### src/rtl/bc_turn_controller_if.sv
// Scorer link for the Bulls & Cows turn controller: request (secret/guess) out, result (bulls/cows) back.
//
// Handshake: score_start pulses for one cycle when score_secret/score_guess become valid.
// Both stay stable until the scorer raises score_done, which qualifies score_bulls/score_cows.
// The controller ignores score_done while no request is outstanding.
interface bc_turn_controller_if;
    logic        score_start;
    logic [15:0] score_secret;
    logic [15:0] score_guess;
    logic        score_done;
    logic [2:0]  score_bulls;
    logic [2:0]  score_cows;

    modport master (
        output score_start, score_secret, score_guess,
        input  score_done, score_bulls, score_cows
    );

    modport slave (
        input  score_start, score_secret, score_guess,
        output score_done, score_bulls, score_cows
    );
endinterface

### src/rtl/bc_turn_controller.sv
// Bulls & Cows game sequencer: secret entry for both players, alternating guesses,
// scorer handshake, result hold and winner/draw decision.
module bc_turn_controller #(
    parameter int unsigned RESULT_HOLD = 100_000_000,
    parameter int unsigned MAX_TURNS   = 10
) (
    input  logic                         clock,
    input  logic                         reset,
    input  logic                         confirma,
    input  logic [15:0]                  sw_value,
    output logic                         reject,
    bc_turn_controller_if.master         score,
    output logic [2:0]                   phase,
    output logic                         player,
    output logic [3:0]                   turn_count,
    output logic [2:0]                   last_bulls,
    output logic [2:0]                   last_cows,
    output logic [1:0]                   winner,
    output logic                         game_over
);

    typedef enum logic [2:0] {
        SECRET1 = 3'd0,
        SECRET2 = 3'd1,
        GUESS   = 3'd2,
        SCORE   = 3'd3,
        SHOW    = 3'd4,
        OVER    = 3'd5
    } state_t;

    localparam logic [31:0] HOLD_LOAD  = 32'(RESULT_HOLD - 1);
    localparam logic [3:0]  TURN_LIMIT = 4'(MAX_TURNS);

    state_t      state, state_n;
    logic [15:0] p1_secret, p1_secret_n;
    logic [15:0] p2_secret, p2_secret_n;
    logic [15:0] guess, guess_n;
    logic        player_n;
    logic [3:0]  turn_n;
    logic [2:0]  bulls_n, cows_n;
    logic [1:0]  winner_n;
    logic        p1_hit, p1_hit_n;
    logic        p2_hit, p2_hit_n;
    logic [31:0] hold, hold_n;
    logic        reject_n;
    logic        start_q, start_n;
    logic        over_n;
    logic        entry_valid;

    // Entry is valid when every nibble is a decimal digit and no digit repeats.
    always_comb begin
        entry_valid = 1'b1;
        for (int i = 0; i < 4; i++) begin
            if (sw_value[4*i +: 4] > 4'd9) entry_valid = 1'b0;
            for (int j = i + 1; j < 4; j++) begin
                if (sw_value[4*i +: 4] == sw_value[4*j +: 4]) entry_valid = 1'b0;
            end
        end
    end

    always_comb begin
        state_n     = state;
        p1_secret_n = p1_secret;
        p2_secret_n = p2_secret;
        guess_n     = guess;
        player_n    = player;
        turn_n      = turn_count;
        bulls_n     = last_bulls;
        cows_n      = last_cows;
        winner_n    = winner;
        p1_hit_n    = p1_hit;
        p2_hit_n    = p2_hit;
        hold_n      = hold;
        reject_n    = 1'b0;
        start_n     = 1'b0;

        case (state)
            SECRET1: if (confirma) begin
                if (entry_valid) begin
                    p1_secret_n = sw_value;
                    state_n     = SECRET2;
                end else begin
                    reject_n = 1'b1;
                end
            end
            SECRET2: if (confirma) begin
                if (entry_valid) begin
                    p2_secret_n = sw_value;
                    player_n    = 1'b0;
                    turn_n      = 4'd1;
                    state_n     = GUESS;
                end else begin
                    reject_n = 1'b1;
                end
            end
            GUESS: if (confirma) begin
                if (entry_valid) begin
                    guess_n = sw_value;
                    start_n = 1'b1;
                    state_n = SCORE;
                end else begin
                    reject_n = 1'b1;
                end
            end
            SCORE: if (score.score_done) begin
                bulls_n = score.score_bulls;
                cows_n  = score.score_cows;
                if (score.score_bulls == 3'd4) begin
                    if (player) p2_hit_n = 1'b1;
                    else        p1_hit_n = 1'b1;
                end
                hold_n  = HOLD_LOAD;
                state_n = SHOW;
            end
            SHOW: begin
                if (hold != 32'd0) begin
                    hold_n = hold - 32'd1;
                end else if (!player) begin
                    // P2 always gets the equalising turn, even after a P1 hit.
                    player_n = 1'b1;
                    state_n  = GUESS;
                end else if (p1_hit && p2_hit) begin
                    winner_n = 2'b11;
                    state_n  = OVER;
                end else if (p1_hit) begin
                    winner_n = 2'b01;
                    state_n  = OVER;
                end else if (p2_hit) begin
                    winner_n = 2'b10;
                    state_n  = OVER;
                end else if (turn_count == TURN_LIMIT) begin
                    winner_n = 2'b11;
                    state_n  = OVER;
                end else begin
                    turn_n   = turn_count + 4'd1;
                    player_n = 1'b0;
                    state_n  = GUESS;
                end
            end
            OVER: ;
            default: state_n = SECRET1;
        endcase

        over_n = (state_n == OVER);
    end

    always_ff @(posedge clock) begin
        if (!reset) begin
            state      <= SECRET1;
            p1_secret  <= '0;
            p2_secret  <= '0;
            guess      <= '0;
            player     <= 1'b0;
            turn_count <= '0;
            last_bulls <= '0;
            last_cows  <= '0;
            winner     <= '0;
            p1_hit     <= 1'b0;
            p2_hit     <= 1'b0;
            hold       <= '0;
            reject     <= 1'b0;
            start_q    <= 1'b0;
            game_over  <= 1'b0;
        end else begin
            state      <= state_n;
            p1_secret  <= p1_secret_n;
            p2_secret  <= p2_secret_n;
            guess      <= guess_n;
            player     <= player_n;
            turn_count <= turn_n;
            last_bulls <= bulls_n;
            last_cows  <= cows_n;
            winner     <= winner_n;
            p1_hit     <= p1_hit_n;
            p2_hit     <= p2_hit_n;
            hold       <= hold_n;
            reject     <= reject_n;
            start_q    <= start_n;
            game_over  <= over_n;
        end
    end

    // P1 guesses against P2's secret and vice versa.
    assign score.score_secret = player ? p1_secret : p2_secret;
    assign score.score_guess  = guess;
    assign score.score_start  = start_q;
    assign phase              = state;

endmodule

### src/flat_wrapper.sv
// flat-port wrapper written by rule: the top's interface ports become plain ports
module bc_turn_controller_flat 
#(
    parameter int unsigned RESULT_HOLD = 100_000_000,
    parameter int unsigned MAX_TURNS   = 10
)
  (clock, reset, confirma, sw_value, reject, phase, player, turn_count, last_bulls, last_cows, winner, game_over, score_score_start, score_score_secret, score_score_guess, score_score_done, score_score_bulls, score_score_cows);
  bc_turn_controller_if score_i ();
  input  logic clock;
  input  logic reset;
  input  logic confirma;
  input  logic [15:0] sw_value;
  output logic reject;
  output logic [2:0] phase;
  output logic player;
  output logic [3:0] turn_count;
  output logic [2:0] last_bulls;
  output logic [2:0] last_cows;
  output logic [1:0] winner;
  output logic game_over;
  output wire logic [$bits(score_i.score_start)-1:0] score_score_start;
  output wire logic [$bits(score_i.score_secret)-1:0] score_score_secret;
  output wire logic [$bits(score_i.score_guess)-1:0] score_score_guess;
  input wire logic [$bits(score_i.score_done)-1:0] score_score_done;
  input wire logic [$bits(score_i.score_bulls)-1:0] score_score_bulls;
  input wire logic [$bits(score_i.score_cows)-1:0] score_score_cows;
  assign score_score_start = score_i.score_start;
  assign score_score_secret = score_i.score_secret;
  assign score_score_guess = score_i.score_guess;
  assign score_i.score_done = score_score_done;
  assign score_i.score_bulls = score_score_bulls;
  assign score_i.score_cows = score_score_cows;
  bc_turn_controller #(.RESULT_HOLD(RESULT_HOLD), .MAX_TURNS(MAX_TURNS)) u_core (.clock(clock), .reset(reset), .confirma(confirma), .sw_value(sw_value), .reject(reject), .score(score_i), .phase(phase), .player(player), .turn_count(turn_count), .last_bulls(last_bulls), .last_cows(last_cows), .winner(winner), .game_over(game_over));
endmodule
### config.mk
export PLATFORM = sky130hd
export DESIGN_NAME = bc_turn_controller_flat
export DESIGN_NICKNAME = d
export VERILOG_FILES = /design/src/rtl/bc_turn_controller_if.sv /design/src/rtl/bc_turn_controller.sv /design/src/flat_wrapper.sv
export SDC_FILE = /design/constraint.sdc
export NUM_CORES = 1
export LEC_CHECK = 0
export ABC_CLOCK_PERIOD_IN_PS = 2800
export CAP_MARGIN = 20
export CELL_PAD_IN_SITES_DETAIL_PLACEMENT = 1
export CELL_PAD_IN_SITES_GLOBAL_PLACEMENT = 1
export CORE_MARGIN = 4
export CORE_UTILIZATION = 41
export CTS_BUF_LIST = sky130_fd_sc_hd__clkbuf_16
export CTS_CLUSTER_DIAMETER = 200
export DETAILED_ROUTE_END_ITERATION = 10
export GPL_ROUTABILITY_DRIVEN = 0
export PLACE_DENSITY_LB_ADDON = 0.05
export SETUP_SLACK_MARGIN = 0.5
export SYNTH_ARGS = -nofsm -noshare
export SYNTH_HDL_FRONTEND = slang
export SYNTH_SLANG_ARGS = --single-unit
### constraint.sdc
create_clock -name clock -period 2.8 [get_ports clock]
set_input_delay 0.56 -clock clock [delete_from_list [all_inputs] [get_ports clock]]
set_output_delay 0.56 -clock clock [all_outputs]
set_load 0.05 [all_outputs]
# Word level (Yosys, flattened, before mapping)
# Index checks and enable logic that the tools add are counted.
[op_classes] muxes=52 order_cmp=4 n_eq_ne=24 addsub=2 n_bitwise=2 reduce_logical=19
[op_table] op="$mux 32" n=2
[op_table] op="$pmux 32 s2" n=1
[op_table] op="$mux 3" n=13
[op_table] op="$mux 4" n=8
[op_table] op="$reduce_bool 32->1" n=1
[op_table] op="$sub 32x1->32 const B" n=1
[op_table] op="$eq 4x4->1" n=6
[op_table] op="$mux 1" n=20
[op_table] op="$pmux 3 s6" n=1
[op_table] op="$reduce_and 3->1" n=6
[op_table] op="$gt 4x4->1 const B" n=4
[op_table] op="$mux 16" n=1
[op_table] op="$reduce_and 4->1" n=4
[op_table] op="$ne 2x2->1 const B" n=7
[op_table] op="$eq 3x3->1 const B" n=4
[op_table] op="$reduce_and 9->1" n=1
[op_table] op="$mux 2" n=4
[op_table] op="$pmux 4 s2" n=1
[op_table] op="$eq 3x2->1 const B" n=2
[op_table] op="$ne 2x1->1 const B" n=3
[op_table] op="$add 4x1->4 const B" n=1
[op_table] op="$eq 4x4->1 const B" n=1
[op_table] op="$reduce_bool 2->1" n=2
[op_table] op="$reduce_bool 4->1" n=1
[op_table] op="other kinds (7)" n=8
[totals] output_inout_bits=51 regBits=101 in_bits=26 wordCells=118

# Logic depth before layout (Yosys ltp)
# Gate-level depths: netlist of the first run.
[depth] word_depth=15 mapped_depth=9 depth_no_buf=8

# Worst setup path before layout of the first run
# Ideal clock, no wire load.
[synth_path] kind="register to output" start="reg u_core.player" end="out score_score_secret[10]" slack_ns=0.353 arrival_ns=1.887 path_buffers=2 required_time_ns=2.240 path_stages_with_launch=4 cell_sequence="dfxtp_1 -> buf_1 -> clkbuf_1 -> mux2_2"
[synth_via] elab_chain_len=1
[synth_lines] element="start, declared" line="bc_turn_controller.sv:14" text="output logic player,"
[synth_lines] element="start signal, assigned" line="bc_turn_controller.sv:169" text="player <= player_n;"
[synth_lines] element="$mux 16" line="bc_turn_controller.sv:184" text="assign score.score_secret = player ? p1_secret : p2_secret;"
[synth_lines] element="end, declared" line="flat_wrapper.sv:22" text="output wire logic [$bits(score_i.score_secret)-1:0] score_score_secret;"
# No other way between the ends.

# Worst setup path after layout of the first run
[layout_path] start="reg u_core.player" end="out score_score_secret[14]"
# The elaborated chain is that of the path after synthesis.

==> results of run 1 <==
## routing by layer
layer	part of all wire	vias up	track usage	wire length [microns]
met1	0.44	2036	0.239	6050
met5	0	-	0	0
met3	0.033	15	0.0560	451
met4	0.013	0	0.0634	180
met2	0.52	66	0.384	7160
li1	-	2009	-	-
## final timing paths
kind / start / slack (ps) / end / depth (start not counted)
worst max register to register: u_core.hold[0] / 570 / u_core.hold[21] / 9
worst min-delay path: u_core.last_cows[1] / 460 / u_core.last_cows[1] / 2
worst min register to register: u_core.last_cows[1] / 460 / u_core.last_cows[1] / 2
worst max-delay path: u_core.player / 530 / score_score_secret[14] / 2
## sequential cells by signal (all words and copies together) (netlist names), 2 cells and up
signal	flops
u_core.p1_secret	16
u_core.hold	32
u_core.p2_secret	16
u_core.score.score_guess	16
u_core.turn_count	4
u_core.last_bulls	3
u_core.winner	2
u_core.phase	3
u_core.last_cows	3
## layout make-up
cell class              count  area, sq um  area share
multi-input cells         384         2730       0.432
flip-flops and latches    101         2030       0.321
repair buffers            116         1050       0.167
clock buffers               9          225      0.0357
well taps                 143          179      0.0284
clock inverters             7         58.8     0.00933
inverters                  10         37.5     0.00595
## tightest hold or removal path, delay by kind of cell, from the launching register on
family,cells,cell delay [ps]
DFF,1,310
and+or+nand+nor,1,50
AOI/OAI and AO/OA,1,50
## what timing repair did
action                                  in CTS  in global routing
endpoints found under the setup margin      74                 64
gates resized for setup                     47                 15
hold buffers                                 0                  0
setup buffers                                2                  5
pin swaps                                    3                  5
## stage by stage
stage | setup TNS, ps | hold WS, ps | util | power, mW | cell area (sq um)
after floorplan | 0 | 435 | - | 1.60 | 4830
after global placement | 0 | 442 | 0.511 | 1.68 | 5860
after detailed placement | -129 | 455 | 0.511 | 1.69 | 5860
after CTS | 0 | 464 | 0.540 | 2.91 | 6190
after global routing | 0 | 484 | 0.550 | 2.99 | 6310
final | 0 | 458 | 0.550 | 2.89 | 6310
## report_power, final
group          internal [mW]  switching [mW]
clock network          0.681           0.550
logic                 0.0854           0.124
registers               1.44         0.00680
total                   2.21           0.681
## kinds of logic after synthesis
logic type / count (synthesis) / share of synthesized area
AND/OR/NAND/NOR: 203 / 0.215
buffers and inverters: 49 / 0.0439
AO/OA/AOI/OAI: 62 / 0.0813
flip-flops: 101 / 0.420
multiplexers: 65 / 0.139
adder cells (fa/ha/maj): 3 / 0.00780
XOR/XNOR: 51 / 0.0927
## layout by cell type (no fill, tap or decap), drive strengths merged, types with 3 or more instances in the layout
| master | n |
|---|---|
| nand4 | 3 |
| dlygate4sd2 | 32 |
| ha | 3 |
| o21ai | 11 |
| or3 | 8 |
| buf | 41 |
| clkbuf | 9 |
| nand2 | 79 |
| nor2 | 50 |
| mux2i | 49 |
| a31oi | 6 |
| inv | 12 |
| o211ai | 6 |
| xnor2 | 10 |
| clkinv | 3 |
| nor4 | 17 |
| dfxtp | 101 |
| xor2 | 41 |
| dlymetal6s2s | 4 |
| mux2 | 16 |
| nor3 | 13 |
| a21oi | 27 |
| nand3 | 15 |
| clkdlybuf4s50 | 39 |
| nor2b | 4 |
==> impl_results.md, run 1 <==
* Initial core utilization at 0.420
* WL/cell at 18.0 microns
* CP Class: reg2out
* Fillers at roughly 1300
* Die Ht at 116 microns
* Crit. End Element: output port
* Worst IR Drop VDD at between 0.0005 and 0.0006 V
* Lkg Pwr at 2.83 nW
* Worst path top cell family by delay: flip-flops
* Final net count at approximately 650
* Crit-path cells: mux2_2, dlygate4sd2_1
* Maximum clock insertion buffer count at 2
* Iter 0 DRT Violations at ~140
* Vias in the first global route at 4494
* Final Skew at 5.29 ps
* Detailed-route via count at 4126
* Ys Warns at 0
* Largest net degree at the start of global routing at 56
* Clock Pin Slew Worst Setup and Hold Paths at 70 ps
* Vias per inst at roughly 5.4
* HPWL after detailed placement at 9860 microns
* DP Worst Slack at -34.8 ps
* Layout Area Growth over Synthesis at 30.9%
* Main synth FF type: dfxtp_1
* Root Driver: clkbuf_16
* Site Rows at 39
* CTS H-tree depth at 3
* Max incr delay on CP at around 530 ps
* Initial antenna violation count at 0
* Layout cells sized above 1 at 0.163
* Status: finished clean
* Rel. slew slack at 0.466
* Top post-synthesis cells by count: 101 x dfxtp_1, 79 x nand2_1, 49 x mux2i_1, 49 x nor2_1, 41 x xor2_1
* ANT cells at 0
* Cells after synthesis at 534
* Startpoint class of the critical path: register
* Skew-Pair Late Insertion Delay at 350 ps
* Number of routed nets with antenna violations at 0
* Async SR Flop Fraction at 0
* Hold WC Path Type: reg2reg
* Hold Vio Cnt, Final at 0
* Worst-Margin Slew at 800 ps
* Final worst slack at 529 ps
* Die Wd at about 120 microns
* Setup-failing EPs final at 0
* Synth top area cells: dfxtp_1 42%, mux2i_1 10%, xor2_1 7.5%
* Sink Count at 101
* Worst Path Required at 2240 ps
* #FFs+latches synth at slightly above 100
* Non-Filler Instances at 770
* Post-synthesis sequential area ratio at 0.420
* CTS tree: yes
* Post-Synthesis Net Count at 563
* Max frequency at 0.440 GHz
* Fin crit share at 0.811
* Top cell type's share of synthesized area at 0.420
* Yosys cell types at 53
* Count leader, synth: dfxtp_1
* GR Overflow Total at 0
* Placed cell count at 747
* Number of flops mapped to enable cells by yosys at 0
* Drt pass-1 iters at 4
* Cell Area, Synth at 4820 sq um
* Critical path fanouts, max at 18
* Die area at approximately 14000 sq um
* PortBufs at 76
* Final slew viol count at 0
* Total I/O pin count at between 70 and 80
* Arr. time, crit path at 1710 ps
* First-pass GRT wire length at 22400 microns
* Pwr Density at 458 nW/um^2
* Slowest stage cell, crit path: dfxtp_4
* Most area-hungry cell type in the Yosys netlist: dfxtp_1
* Syn_area_per_cell at ~9.0 sq um
* Core ar. at around 11000 sq um
* Gr usage total at 0.210
* RSZ-0062 raised after global routing: yes
* DRC at 0
* Min Tclk post-route at 2270 ps
* Post-Route WL at 13800 microns
* CTS buffer count at 9
* Crit path buf inv count at 1
* Max-Cap Viols at 0
No activity file was read; power rests on OpenSTA's default activity.
==> run 2: changes to the inputs <==
--- a/config.mk
+++ b/config.mk
@@ -5,7 +5,7 @@
 export SDC_FILE = /design/constraint.sdc
 export NUM_CORES = 1
 export LEC_CHECK = 0
-export ABC_CLOCK_PERIOD_IN_PS = 2800
+export ABC_CLOCK_PERIOD_IN_PS = 2300
 export CAP_MARGIN = 20
 export CELL_PAD_IN_SITES_DETAIL_PLACEMENT = 1
 export CELL_PAD_IN_SITES_GLOBAL_PLACEMENT = 1
==> constraint.sdc (replaced) <==
create_clock -name clock -period 2.3 [get_ports clock]
set_input_delay 0.46 -clock clock [delete_from_list [all_inputs] [get_ports clock]]
set_output_delay 0.46 -clock clock [all_outputs]
set_load 0.05 [all_outputs]
==> impl_results.md, run 2 (same netlist as run 1, synthesis figures left out) <==
* Status: complete, but fails checks
* Failing checks: negative setup slack
* Most frequent cells in the layout: 88 x dfxtp_1, 75 x nand2_1, 60 x buf_4
* Crit. End Element: register
* Arr. time, crit path at around 2600 ps
* ANT cells at 0
* Total I/O pin count at 77
* Die area at 13500 sq um
* Most flop-heavy register: u_core.hold
* Hold Vio Cnt, Final at 0
* Pwr Density at 492 nW/um^2
* CTS H-tree depth at 3
* Hold path depth at 3
* First-pass GRT wire length at 25800 microns
* Commonest non-fill, non-tap cell in the layout: dfxtp_1
* Layout cells sized above 1 at 0.367
* Fillers at approximately 1200
* Worst Path Required at 2530 ps
* Worst path top cell family by delay: simple AND/OR/NAND/NOR gates
* RSZ-0062 raised after global routing: yes
* Lkg Pwr at approximately 3.4 nW
* Number of routed nets with antenna violations at 0
* Skew-Pair Late Insertion Delay at about 360 ps
* Endpoint, Worst Hold: u_core.score.score_guess[0]
* Comb pwr share at 0.106
* Hold Crit Start: sw_value[0]
* Maximum clock insertion buffer count at 2
* Largest net degree at the start of global routing at 48
* Crit path buf inv count at 1
* Final worst slack at -17.6 ps
* Core ar. at 11500 sq um
* Startpoint class of the critical path: register
* Vias in the first global route at 4817
* Post-Route WL at a little over 20000 microns
* Sink Count at 101
* Power after layout at 3.78 mW
* Critical path fanouts, max at 5
* Die Wd at about 120 microns
* Reg-to-reg slack, setup at -20 ps
* CTS buffer count at 9
* Final core occ at 0.669
* Hold_buf cts at 0
* Max frequency at 0.431 GHz
* Flip-flop count of the largest register after layout at 32
* Fin crit share at 1.01
* Final slew viol count at 0
* Vias per inst at 5.75
* CP Class: reg2reg
* DRC at 0
* Register area at ~2000 sq um
* Initial core utilization at 0.420
* Final Skew at ~6 ps
* GR Overflow Total at 0
* Clock network power share at 0.426
* Min Tclk post-route at between 2000 and 2500 ps
* Max incr delay on CP at about 560 ps
* Multi-input gate area at 3200 sq um
* HPWL after detailed placement at 9740 microns
* Drt pass-1 iters at 4
* PortBufs at 76
* Layout Area Growth over Synthesis at 59.3%
* Clock Pin Slew Worst Setup and Hold Paths at 70 ps
* Gr usage total at 0.247
* Iter 0 DRT Violations at 299
* Crit-path cells: or4_4, and4b_2, a31oi_4, buf_4, o211ai_1, xor2_1, nor2_1
* Die Ht at between 100 and 150 microns
* Reg-to-Reg End: u_core.hold[27]
* WL/cell at 24.7 microns
* Detailed-route via count at 4753
* Initial antenna violation count at 0
* Max-Cap Viols at 0
* Sw Ratio at 0.251
* Slowest stage cell, crit path: or4_4
* Worst-Margin Slew at 518 ps
* Site Rows at 39
* Rel. slew slack at 0.656
* Internal at approximately 2.8 mW
* P_sw at 0.947 mW
* Worst IR Drop VDD at 0.000474 V
* Final net count at 708
* Worst reg2reg path startpoint: u_core.hold[10]
* CTS tree: yes
* Register share of total power at 0.468
* Root Driver: clkbuf_16
* R2R depth at 7
* Setup-failing EPs final at 2
* Hold WC Path Type: in2reg
run 2: changes by cell type in the layout (fill, tap and decap cells not counted), moves of 14 or more:
cell / delta
clkdlybuf4s50_1: -31
xor2_1: -14
buf_6: +28
buf_12: +18
buf_4: +23
run 2: worst register-to-register path, delay by kind of cell (launching register included):
kind | cells | cell delay [ps]
simple gates | 3 | 1060
compound gates | 2 | 380
flops | 1 | 320
xor+xnor | 1 | 270
buf+inv | 1 | 160
run 2: final cells by class:
cell class	count	area share
Inverter	10	0.00522
Tap cell	143	0.0233
Sequential cell	101	0.266
Multi-Input combinational cell	384	0.417
Timing Repair Buffer	173	0.249
Clock inverter	6	0.00653
Clock buffer	10	0.0326
run 2: power by group through the flow:
stage,clock network [mW],logic [mW],registers [mW]
after floorplan,0,0.145,1.81
after global placement,0,0.256,1.80
after detailed placement,0,0.261,1.81
after CTS,1.59,0.283,1.77
after global routing,1.68,0.417,1.77
final,1.61,0.399,1.77
run 2: worst max-delay path by stage:
stage                    start                   end  slack, ps  cells past startpoint
6_report       u_core.hold[10]       u_core.hold[27]        -20                      7
3_3_place_gp      sw_value[13]         u_core.player       -330                      9
3_5_place_dp      sw_value[13]         u_core.player       -450                      9
2_1_floorplan  u_core.hold[17]  u_core.turn_count[3]        290                      7
4_1_cts        u_core.hold[12]       u_core.hold[31]        230                      7
5_1_grt         u_core.hold[0]       u_core.hold[27]       -120                      9
run 2: metrics by stage:
step | hold slack [ps] | std cells | area, sq um | setup WS (ps) | TNS, ps
final | 417 | 827 | 7670 | -17.6 | -34.2
after floorplan | 435 | 534 | 5040 | 289 | 0
after CTS | 456 | 806 | 6950 | 235 | 0
after global placement | 441 | 755 | 6060 | -329 | -12620
after detailed placement | 450 | 755 | 6060 | -449 | -18410
after global routing | 434 | 827 | 7670 | -119 | -199
run 2: metal layers:
layer	wire [microns]	vias up	global-route usage
li1	-	2127	-
met1	8520	2410	0.311
met2	10300	166	0.429
met3	879	50	0.0399
met4	698	0	0.0820
met5	0	-	0
run 2: repair_timing:
| action | 4_1_cts | 5_1_grt |
|---|---|---|
| pin swaps | 44 | 34 |
| cloned | 5 | 1 |
| endpoints found under the hold margin | 0 | 0 |
| resized for setup | 232 | 115 |
| buffers inserted | 30 | 20 |
| setup endpoints to repair | 144 | 110 |
